## config.mk

```make
export PLATFORM = sky130hd
export DESIGN_NAME = requant_pack_flat
export DESIGN_NICKNAME = d
export VERILOG_FILES = /design/src/rtl/requant_pack_if.sv /design/src/rtl/requant_pack.sv /design/src/flat_wrapper.sv
export SDC_FILE = /design/constraint.sdc
export NUM_CORES = 2
export LEC_CHECK = 0
export ABC_AREA = 1
export CAP_MARGIN = 10
export CORE_ASPECT_RATIO = 1.75
export CORE_MARGIN = 5
export CORE_UTILIZATION = 65
export DETAILED_ROUTE_END_ITERATION = 8
export HOLD_SLACK_MARGIN = 0.12
export PLACE_DENSITY = 0.83
export SYNTH_ARGS = -nofsm -noshare
export SYNTH_HDL_FRONTEND = slang
export SYNTH_SLANG_ARGS = --single-unit
```

## constraint.sdc

```tcl
create_clock -name clk -period 10.65 [get_ports clk]
set_input_delay 3.195 -clock clk [delete_from_list [all_inputs] [get_ports clk]]
set_output_delay 3.195 -clock clk [all_outputs]
set_load 0.02 [all_outputs]
```

## src/rtl/requant_pack_if.sv

```systemverilog
// Element-in / packed-word-out stream bundle for requant_pack, with the per-tensor
// quantisation config that travels alongside the element stream.
interface requant_pack_if #(
  parameter int unsigned LANES = 4,
  parameter int unsigned ACC_W = 32
);
  logic                 in_valid;
  logic                 in_ready;
  logic [ACC_W-1:0]     in_data;
  logic [ACC_W-1:0]     in_bias;
  logic                 in_last;

  logic [ACC_W-1:0]     cfg_mult;
  logic [4:0]           cfg_shift;
  logic [7:0]           cfg_zp;
  logic [7:0]           cfg_act_min;
  logic [7:0]           cfg_act_max;

  logic                 out_valid;
  logic                 out_ready;
  logic [8*LANES-1:0]   out_data;
  logic [LANES-1:0]     out_keep;
  logic                 out_last;

  // Producer of elements and consumer of words.
  modport master (
    output in_valid, in_data, in_bias, in_last,
    output cfg_mult, cfg_shift, cfg_zp, cfg_act_min, cfg_act_max,
    output out_ready,
    input  in_ready, out_valid, out_data, out_keep, out_last
  );

  // The requantiser itself.
  modport slave (
    input  in_valid, in_data, in_bias, in_last,
    input  cfg_mult, cfg_shift, cfg_zp, cfg_act_min, cfg_act_max,
    input  out_ready,
    output in_ready, out_valid, out_data, out_keep, out_last
  );
endinterface

```

## src/rtl/requant_pack.sv

```systemverilog
// Bias add + TFLite-style requantisation of int32 accumulator sums to int8, packing
// LANES results per output word. Four datapath stages feed a pack/output register.
module requant_pack #(
  parameter int unsigned LANES = 4,
  parameter int unsigned ACC_W = 32
) (
  input logic           clk,
  input logic           reset,
  requant_pack_if.slave bus
);

  localparam int unsigned CntW  = (LANES > 1) ? $clog2(LANES) : 1;
  localparam int unsigned ProdW = 2 * ACC_W;
  localparam int unsigned VW    = ACC_W + 2;

  localparam logic signed [ACC_W-1:0] AccMin   = {1'b1, {(ACC_W-1){1'b0}}};
  localparam logic signed [ACC_W-1:0] AccMax   = {1'b0, {(ACC_W-1){1'b1}}};
  localparam logic signed [ProdW-1:0] NudgePos = ProdW'(1) << (ACC_W - 2);
  localparam logic signed [ProdW-1:0] NudgeNeg = ProdW'(1) - NudgePos;
  localparam logic signed [ProdW-1:0] TruncFix = (ProdW'(1) << (ACC_W - 1)) - ProdW'(1);

  // Whole pipeline freezes while a word sits unaccepted on the output.
  logic adv;
  assign adv          = !(bus.out_valid && !bus.out_ready);
  assign bus.in_ready = adv;

  // Stage registers
  logic                    s1_valid_q, s1_valid_d, s1_last_q, s1_last_d;
  logic signed [ACC_W-1:0] s1_x_q, s1_x_d;
  logic                    s2_valid_q, s2_valid_d, s2_last_q, s2_last_d;
  logic                    s2_sat_q, s2_sat_d;
  logic signed [ProdW-1:0] s2_p_q, s2_p_d;
  logic                    s3_valid_q, s3_valid_d, s3_last_q, s3_last_d;
  logic signed [ACC_W-1:0] s3_h_q, s3_h_d;
  logic                    s4_valid_q, s4_valid_d, s4_last_q, s4_last_d;
  logic [7:0]              s4_byte_q, s4_byte_d;

  logic [CntW-1:0]         cnt_q, cnt_d;
  logic [8*LANES-1:0]      pack_q, pack_d;
  logic [LANES-1:0]        keep_q, keep_d;
  logic                    out_valid_q, out_valid_d, out_last_q, out_last_d;
  logic [8*LANES-1:0]      out_data_q, out_data_d;
  logic [LANES-1:0]        out_keep_q, out_keep_d;

  // S2 math: full-width signed product and the single overflowing operand pair.
  logic signed [ACC_W-1:0] mult_s;
  logic signed [ProdW-1:0] x_ext, m_ext, prod;
  logic                    sat;

  always_comb begin
    mult_s = bus.cfg_mult;
    x_ext  = ProdW'(s1_x_q);
    m_ext  = ProdW'(mult_s);
    prod   = x_ext * m_ext;
    sat    = (s1_x_q == AccMin) && (mult_s == AccMin);
  end

  // S3 math: round-to-nearest high half, then divide truncating toward zero.
  logic signed [ProdW-1:0] rnd_sum, rnd_adj;
  logic signed [ACC_W-1:0] h_calc;

  always_comb begin
    rnd_sum = s2_p_q + (s2_p_q[ProdW-1] ? NudgeNeg : NudgePos);
    rnd_adj = rnd_sum + (rnd_sum[ProdW-1] ? TruncFix : '0);
    h_calc  = s2_sat_q ? AccMax : ACC_W'(rnd_adj >>> (ACC_W - 1));
  end

  // S4 math: rounding shift (half away from zero), zero point, clamp.
  logic [ACC_W-1:0]        mask, rem, thr;
  logic                    rnd_up;
  logic signed [ACC_W-1:0] h_sh;
  logic signed [7:0]       zp_s, min_s, max_s;
  logic signed [VW-1:0]    v, lo, hi;
  logic [7:0]              q;

  always_comb begin
    mask   = (ACC_W'(1) << bus.cfg_shift) - ACC_W'(1);
    rem    = s3_h_q & mask;
    thr    = (mask >> 1) + ACC_W'(s3_h_q[ACC_W-1]);
    rnd_up = rem > thr;
    h_sh   = s3_h_q >>> bus.cfg_shift;
    zp_s   = bus.cfg_zp;
    min_s  = bus.cfg_act_min;
    max_s  = bus.cfg_act_max;
    v      = VW'(h_sh) + VW'(rnd_up) + VW'(zp_s);
    lo     = VW'(min_s);
    hi     = VW'(max_s);
    if (v < lo) begin
      q = bus.cfg_act_min;
    end else if (v > hi) begin
      q = bus.cfg_act_max;
    end else begin
      q = v[7:0];
    end
  end

  // Next state for every stage, gated as a whole by adv.
  logic [8*LANES-1:0] word;
  logic [LANES-1:0]   word_keep;

  always_comb begin
    s1_valid_d  = s1_valid_q;
    s1_last_d   = s1_last_q;
    s1_x_d      = s1_x_q;
    s2_valid_d  = s2_valid_q;
    s2_last_d   = s2_last_q;
    s2_sat_d    = s2_sat_q;
    s2_p_d      = s2_p_q;
    s3_valid_d  = s3_valid_q;
    s3_last_d   = s3_last_q;
    s3_h_d      = s3_h_q;
    s4_valid_d  = s4_valid_q;
    s4_last_d   = s4_last_q;
    s4_byte_d   = s4_byte_q;
    cnt_d       = cnt_q;
    pack_d      = pack_q;
    keep_d      = keep_q;
    out_valid_d = out_valid_q;
    out_last_d  = out_last_q;
    out_data_d  = out_data_q;
    out_keep_d  = out_keep_q;
    word        = pack_q;
    word_keep   = keep_q;

    if (adv) begin
      s1_valid_d = bus.in_valid;
      if (bus.in_valid) begin
        s1_x_d    = bus.in_data + bus.in_bias;
        s1_last_d = bus.in_last;
      end

      s2_valid_d = s1_valid_q;
      s2_last_d  = s1_last_q;
      s2_sat_d   = sat;
      s2_p_d     = prod;

      s3_valid_d = s2_valid_q;
      s3_last_d  = s2_last_q;
      s3_h_d     = h_calc;

      s4_valid_d = s3_valid_q;
      s4_last_d  = s3_last_q;
      s4_byte_d  = q;

      // A handshake (or an idle output) always clears out_valid unless a word completes.
      out_valid_d = 1'b0;
      if (s4_valid_q) begin
        word[8*cnt_q +: 8] = s4_byte_q;
        word_keep[cnt_q]   = 1'b1;
        if ((cnt_q == CntW'(LANES - 1)) || s4_last_q) begin
          out_valid_d = 1'b1;
          out_data_d  = word;
          out_keep_d  = word_keep;
          out_last_d  = s4_last_q;
          pack_d      = '0;
          keep_d      = '0;
          cnt_d       = '0;
        end else begin
          pack_d = word;
          keep_d = word_keep;
          cnt_d  = cnt_q + CntW'(1);
        end
      end
    end
  end

  always_ff @(posedge clk or posedge reset) begin
    if (reset) begin
      s1_valid_q  <= 1'b0;
      s1_last_q   <= 1'b0;
      s1_x_q      <= '0;
      s2_valid_q  <= 1'b0;
      s2_last_q   <= 1'b0;
      s2_sat_q    <= 1'b0;
      s2_p_q      <= '0;
      s3_valid_q  <= 1'b0;
      s3_last_q   <= 1'b0;
      s3_h_q      <= '0;
      s4_valid_q  <= 1'b0;
      s4_last_q   <= 1'b0;
      s4_byte_q   <= '0;
      cnt_q       <= '0;
      pack_q      <= '0;
      keep_q      <= '0;
      out_valid_q <= 1'b0;
      out_last_q  <= 1'b0;
      out_data_q  <= '0;
      out_keep_q  <= '0;
    end else begin
      s1_valid_q  <= s1_valid_d;
      s1_last_q   <= s1_last_d;
      s1_x_q      <= s1_x_d;
      s2_valid_q  <= s2_valid_d;
      s2_last_q   <= s2_last_d;
      s2_sat_q    <= s2_sat_d;
      s2_p_q      <= s2_p_d;
      s3_valid_q  <= s3_valid_d;
      s3_last_q   <= s3_last_d;
      s3_h_q      <= s3_h_d;
      s4_valid_q  <= s4_valid_d;
      s4_last_q   <= s4_last_d;
      s4_byte_q   <= s4_byte_d;
      cnt_q       <= cnt_d;
      pack_q      <= pack_d;
      keep_q      <= keep_d;
      out_valid_q <= out_valid_d;
      out_last_q  <= out_last_d;
      out_data_q  <= out_data_d;
      out_keep_q  <= out_keep_d;
    end
  end

  assign bus.out_valid = out_valid_q;
  assign bus.out_data  = out_data_q;
  assign bus.out_keep  = out_keep_q;
  assign bus.out_last  = out_last_q;

endmodule

```

## src/flat_wrapper.sv

```systemverilog
// flat-port wrapper written by rule: the top's interface ports become plain ports
module requant_pack_flat 
#(
  parameter int unsigned LANES = 4,
  parameter int unsigned ACC_W = 32
)
  (clk, reset, bus_in_valid, bus_in_data, bus_in_bias, bus_in_last, bus_cfg_mult, bus_cfg_shift, bus_cfg_zp, bus_cfg_act_min, bus_cfg_act_max, bus_out_ready, bus_in_ready, bus_out_valid, bus_out_data, bus_out_keep, bus_out_last);
  requant_pack_if #(.LANES(LANES), .ACC_W(ACC_W)) bus_i ();
  input logic clk;
  input logic reset;
  input wire logic [$bits(bus_i.in_valid)-1:0] bus_in_valid;
  input wire logic [$bits(bus_i.in_data)-1:0] bus_in_data;
  input wire logic [$bits(bus_i.in_bias)-1:0] bus_in_bias;
  input wire logic [$bits(bus_i.in_last)-1:0] bus_in_last;
  input wire logic [$bits(bus_i.cfg_mult)-1:0] bus_cfg_mult;
  input wire logic [$bits(bus_i.cfg_shift)-1:0] bus_cfg_shift;
  input wire logic [$bits(bus_i.cfg_zp)-1:0] bus_cfg_zp;
  input wire logic [$bits(bus_i.cfg_act_min)-1:0] bus_cfg_act_min;
  input wire logic [$bits(bus_i.cfg_act_max)-1:0] bus_cfg_act_max;
  input wire logic [$bits(bus_i.out_ready)-1:0] bus_out_ready;
  output wire logic [$bits(bus_i.in_ready)-1:0] bus_in_ready;
  output wire logic [$bits(bus_i.out_valid)-1:0] bus_out_valid;
  output wire logic [$bits(bus_i.out_data)-1:0] bus_out_data;
  output wire logic [$bits(bus_i.out_keep)-1:0] bus_out_keep;
  output wire logic [$bits(bus_i.out_last)-1:0] bus_out_last;
  assign bus_i.in_valid = bus_in_valid;
  assign bus_i.in_data = bus_in_data;
  assign bus_i.in_bias = bus_in_bias;
  assign bus_i.in_last = bus_in_last;
  assign bus_i.cfg_mult = bus_cfg_mult;
  assign bus_i.cfg_shift = bus_cfg_shift;
  assign bus_i.cfg_zp = bus_cfg_zp;
  assign bus_i.cfg_act_min = bus_cfg_act_min;
  assign bus_i.cfg_act_max = bus_cfg_act_max;
  assign bus_i.out_ready = bus_out_ready;
  assign bus_in_ready = bus_i.in_ready;
  assign bus_out_valid = bus_i.out_valid;
  assign bus_out_data = bus_i.out_data;
  assign bus_out_keep = bus_i.out_keep;
  assign bus_out_last = bus_i.out_last;
  requant_pack #(.LANES(LANES), .ACC_W(ACC_W)) u_core (.clk(clk), .reset(reset), .bus(bus_i));
endmodule
```

==> results of run 1 <==
[per-layer routing]
layer  track usage, %  GRT overflow
met1             54.3             0
met2             90.5             1
met3             41.5             0
met4             73.9             1
met5             10.7             0
[kinds of logic after synthesis]
family,after synthesis
multiplexers,44
flip-flops,221
buffers and inverters,2390
adder cells (fa/ha/maj),1510
XOR/XNOR,158
AO/OA/AOI/OAI,845
AND/OR/NAND/NOR,3453
other,2
[stage by stage]
| stage | cell area (µm²) | hold slack [ps] | std cells | setup slack, ps | util (%) |
|---|---|---|---|---|---|
| detailed placement | 71200 | 467 | 10500 | -1800 | 74.5 |
| CTS | 72600 | 484 | 10600 | 4.58 | 76.0 |
| global placement | 71200 | 453 | 10500 | -1640 | 74.5 |
| floorplan | 62600 | 442 | 8623 | 52.0 | - |
[what timing repair did]
item	CTS
pin swaps	51
gates resized for setup	93
gates cloned	1
buffers inserted	21
setup endpoints to repair	15
hold buffers	0
==> metrics.yaml, run 1 <==
netlist_area_um2: 62500
rows: 150
yosys.area_share.simple_pct: 22.9
worst_endpoint_kind: "sequential cell input"
stop_stage: "global routing (5_1_grt)"
syn_area_per_cell_um2: 7.25
clockBufferDepth: 3
port_buffers: 168
die_w_um: 244
htree_levels: 1
yosys-top-cells-area: "fa_1 (35%), nand2_1 (14%), inv_1 (12%), dfrtp_1 (8.8%), ha_1 (8.5%)"
grt_max_degree: 109
synth_flop_cell: "dfrtp_1"
muxShareOfSynthArea_pct: 0.771
synth_compound_area_share_pct: 7.52
grt_usage_pct: 63.6
synth_top_family_by_area: "adder cells"
grt_overflow: 2
ys_warn_count: 0
synth_most_common_cell: "nand2_1"
yosysTopAreaCell: "fa_1"
async_flop_share_pct: 100
synth_seq_cells: 221
syn_nets: 10300
gp_congestion: 1.13
syn_inst: 8623
synth_edf_count: 0
die_h_um: 420
cts.sinks: 221
ys_types: 64
synth_xor_area_share_pct: 2.25
worst_endpoint: "u_core.s4_byte_q[5]$_DFFE_PP0N_/D"
status: "aborted with a tool error"
ys_seq_area_share_pct: 8.85
cts_buffers: 25
synthAdderAreaFrac_pct: 43.3
io_pins: 169
initial_utilization_pct: 65.4
yosysTopAreaCellShare_pct: 34.7
synthTopCellsByCount: "nand2_1 (2,318), inv_1 (2,038), fa_1 (1,084)"
place_hpwl_mm: 218
firstError: "[ERROR GRT-0232] Routing congestion too high. Check the congestion heatmap in the GUI."
cts-root-buf: "clkbuf_16"
==> run 2, diff against run 1 <==
CORE_ASPECT_RATIO = default   (was 1.75)
CORE_UTILIZATION = 40   (was 65)
HOLD_SLACK_MARGIN = default   (was 0.12)
PLACE_DENSITY = default   (was 0.83)
PLACE_DENSITY_LB_ADDON = 0.15   (was default)
==> run 2 against run 1 <==
  * The run now ends clean
  * Synthesized cell count is the same
  * Area after synthesis stayed put
==> metrics.yaml, run 2 <==
first_pass_iters: 6
fin_nets: 11000
async_flop_share_pct: 100  # unchanged
drv_cap: 0
crit_fanout: 5
fin_crit_sh_pct: 98.4
place_inst: 11300  # +7.7%
slew_violations: 0
clkLatencyLatePin_ps: 620
io_pins: 169  # unchanged
r2r_slack_ps: 2390
fin_util_pct: 47.8
yosysTopAreaCell: "fa_1"
layout_common_cells: "nand2_1 (2,276), inv_1 (2,023), fa_1 (1,081)"
cts.sinks: 221  # unchanged
htree_levels: 1  # unchanged
wirelength_mm: 210
wire_per_inst_um: 18.4
critical_path.max_stage_delay_ps: 330
gp_congestion: 0.952  # -16%
setup_viol: 0
cpMostUsedCell: "buf_4"
grt_usage_pct: 25.7
hold_class: "reg -> reg"
synth_edf_count: 0  # unchanged
grt_max_degree: 121
syn_nets: 10300  # unchanged
largest_reg_flops: 64
ys_seq_area_share_pct: 8.85  # unchanged
first_global_vias: 59500
area_growth_pct: 19.3
slowest_stage: "ha_1"
syn_inst: 8623  # unchanged
cts_buffers: 30  # +20%
grt_pass1_wl_mm: 333
drive_gt1_share_pct: 13.9
antenna_found_initial: 0
synthTopCellsByCount: "nand2_1 (2,318), inv_1 (2,038), fa_1 (1,084)"
critPathCaptureType: "flop"
status: "complete, no violations"
cp-startpoint: "bus_cfg_shift[1]"
worst_pin_slew_ps: 1270
clockBufferDepth: 3  # unchanged
endpoint: "u_core.s4_byte_q[4]"
instances_no_fill: 11400
netlist_area_um2: 62500  # unchanged
cp_data_required_time_ps: 11160
place_hpwl_mm: 179  # -18%
max-slew-margin-rel_pct: 15.6
rsz0062_at_grt: "true"
yosys-top-cells-area: "fa_1 (35%), nand2_1 (14%), inv_1 (12%), dfrtp_1 (8.8%), ha_1 (8.5%)"
layout_commonest_cell: "nand2_1"
crit_type: "in -> reg"
regMostFlops: "u_core.s2_p_q"
fmax_mhz: 95.4
syn_area_per_cell_um2: 7.25  # unchanged
r2r_cells: 30
via_count: 57200
fillerInstances: 15800
path_clk_slew_ps: 70
ant_nets: 0
rr_endpoint: "u_core.s2_p_q[59]"
cp-start-kind: "primary input"
period_minus_slack_ps: 10480
rows: 145  # -3.3%
grt_overflow: 0
initial_utilization_pct: 40.1  # -25 points
ys_warn_count: 0  # unchanged
arrival_ps: 10990
synth_flop_cell: "dfrtp_1"
postCtsHoldBufs: 0  # unchanged
core-area_um2: 156000
yosysTopAreaCellShare_pct: 34.7  # unchanged
initialDrtViolationCount: 3729
die_w_um: 405  # +66%
synth_most_common_cell: "nand2_1"
ys_types: 64  # unchanged
port_buffers: 168  # unchanged
cts-root-buf: "clkbuf_16"
die_h_um: 405  # -3.6%
reg2reg_from: "u_core.s1_x_q[31]"
cts_tree: "yes"
drcViolationCount: 0
hold_viol: 0
skew_ps: 22.7
viasPerCell: 5.01
synth_seq_cells: 221  # unchanged
dieArea_um2: 164000
## run 2: layout make-up
type                       instances  area, µm²  share of cell area (%)
multi-input combinational       6013      49100                    65.8
timing repair buffer            1004       8570                    11.5
inverter                        2060       7760                    10.4
sequential                       221       5530                    7.42
tap                             2058       2570                    3.45
clock buffer                      41        832                    1.12
clock inverter                    15        184                   0.247
antenna                            1       2.50                 0.00336
## run 2: layer usage
metal	wire length, µm	global-route usage, %
met1	92700	34.7
met2	101000	44.7
met3	10600	2.42
met4	6440	6.26
met5	0	0
## run 2: logic make-up after synthesis
| family | share of synthesized area [%] |
|---|---|
| buf+inv | 14.5 |
| flops | 8.85 |
| fa+ha+maj | 43.3 |
| compound gates | 7.52 |
| other cells | 0.0120 |
| xor+xnor | 2.25 |
| simple gates | 22.9 |
| mux | 0.771 |
## run 2: metrics by stage
stage / setup WS, ps / area [µm²] / hold WS [ps] / setup TNS (ps)
floorplan: 52.0 / 62600 / 442 / 0
CTS: 4.15 / 73500 / 472 / 0
detailed placement: -1470 / 71900 / 458 / -20400
global route: -340 / 74500 / 510 / -2520
finish: 172 / 74500 / 473 / 0
global placement: -1440 / 71900 / 457 / -19790
## run 2: worst min-delay path by stage
stage	from	endpoint	slack [ps]	cells after the start
CTS	u_core.s2_valid_q	u_core.s3_valid_q	470	2
global route	u_core.s1_valid_q	u_core.s2_valid_q	510	2
global placement	u_core.s1_valid_q	u_core.s2_valid_q	460	2
finish	u_core.s1_valid_q	u_core.s2_valid_q	470	2
detailed placement	u_core.s2_valid_q	u_core.s3_valid_q	460	2
floorplan	u_core.s1_last_q	u_core.s2_last_q	440	2
## run 2: repair_timing
action | CTS | global route
pin swaps | 59 | 141
endpoints found under the setup margin | 9 | 23
setup buffers | 33 | 32
cloned | 0 | 2
gates resized for setup | 103 | 193
## run 2: worst max-delay path: cells and delay by family
family	cells	cell delay (ps)
xor+xnor	4	730
buf+inv	14	1700
fa+ha+maj	6	1410
simple gates	26	2540
compound gates	11	1410
Power of run 2 is left out: the tool's default activity adds up to more than one toggle a clock period on the data nets, which glitch-free logic cannot reach.
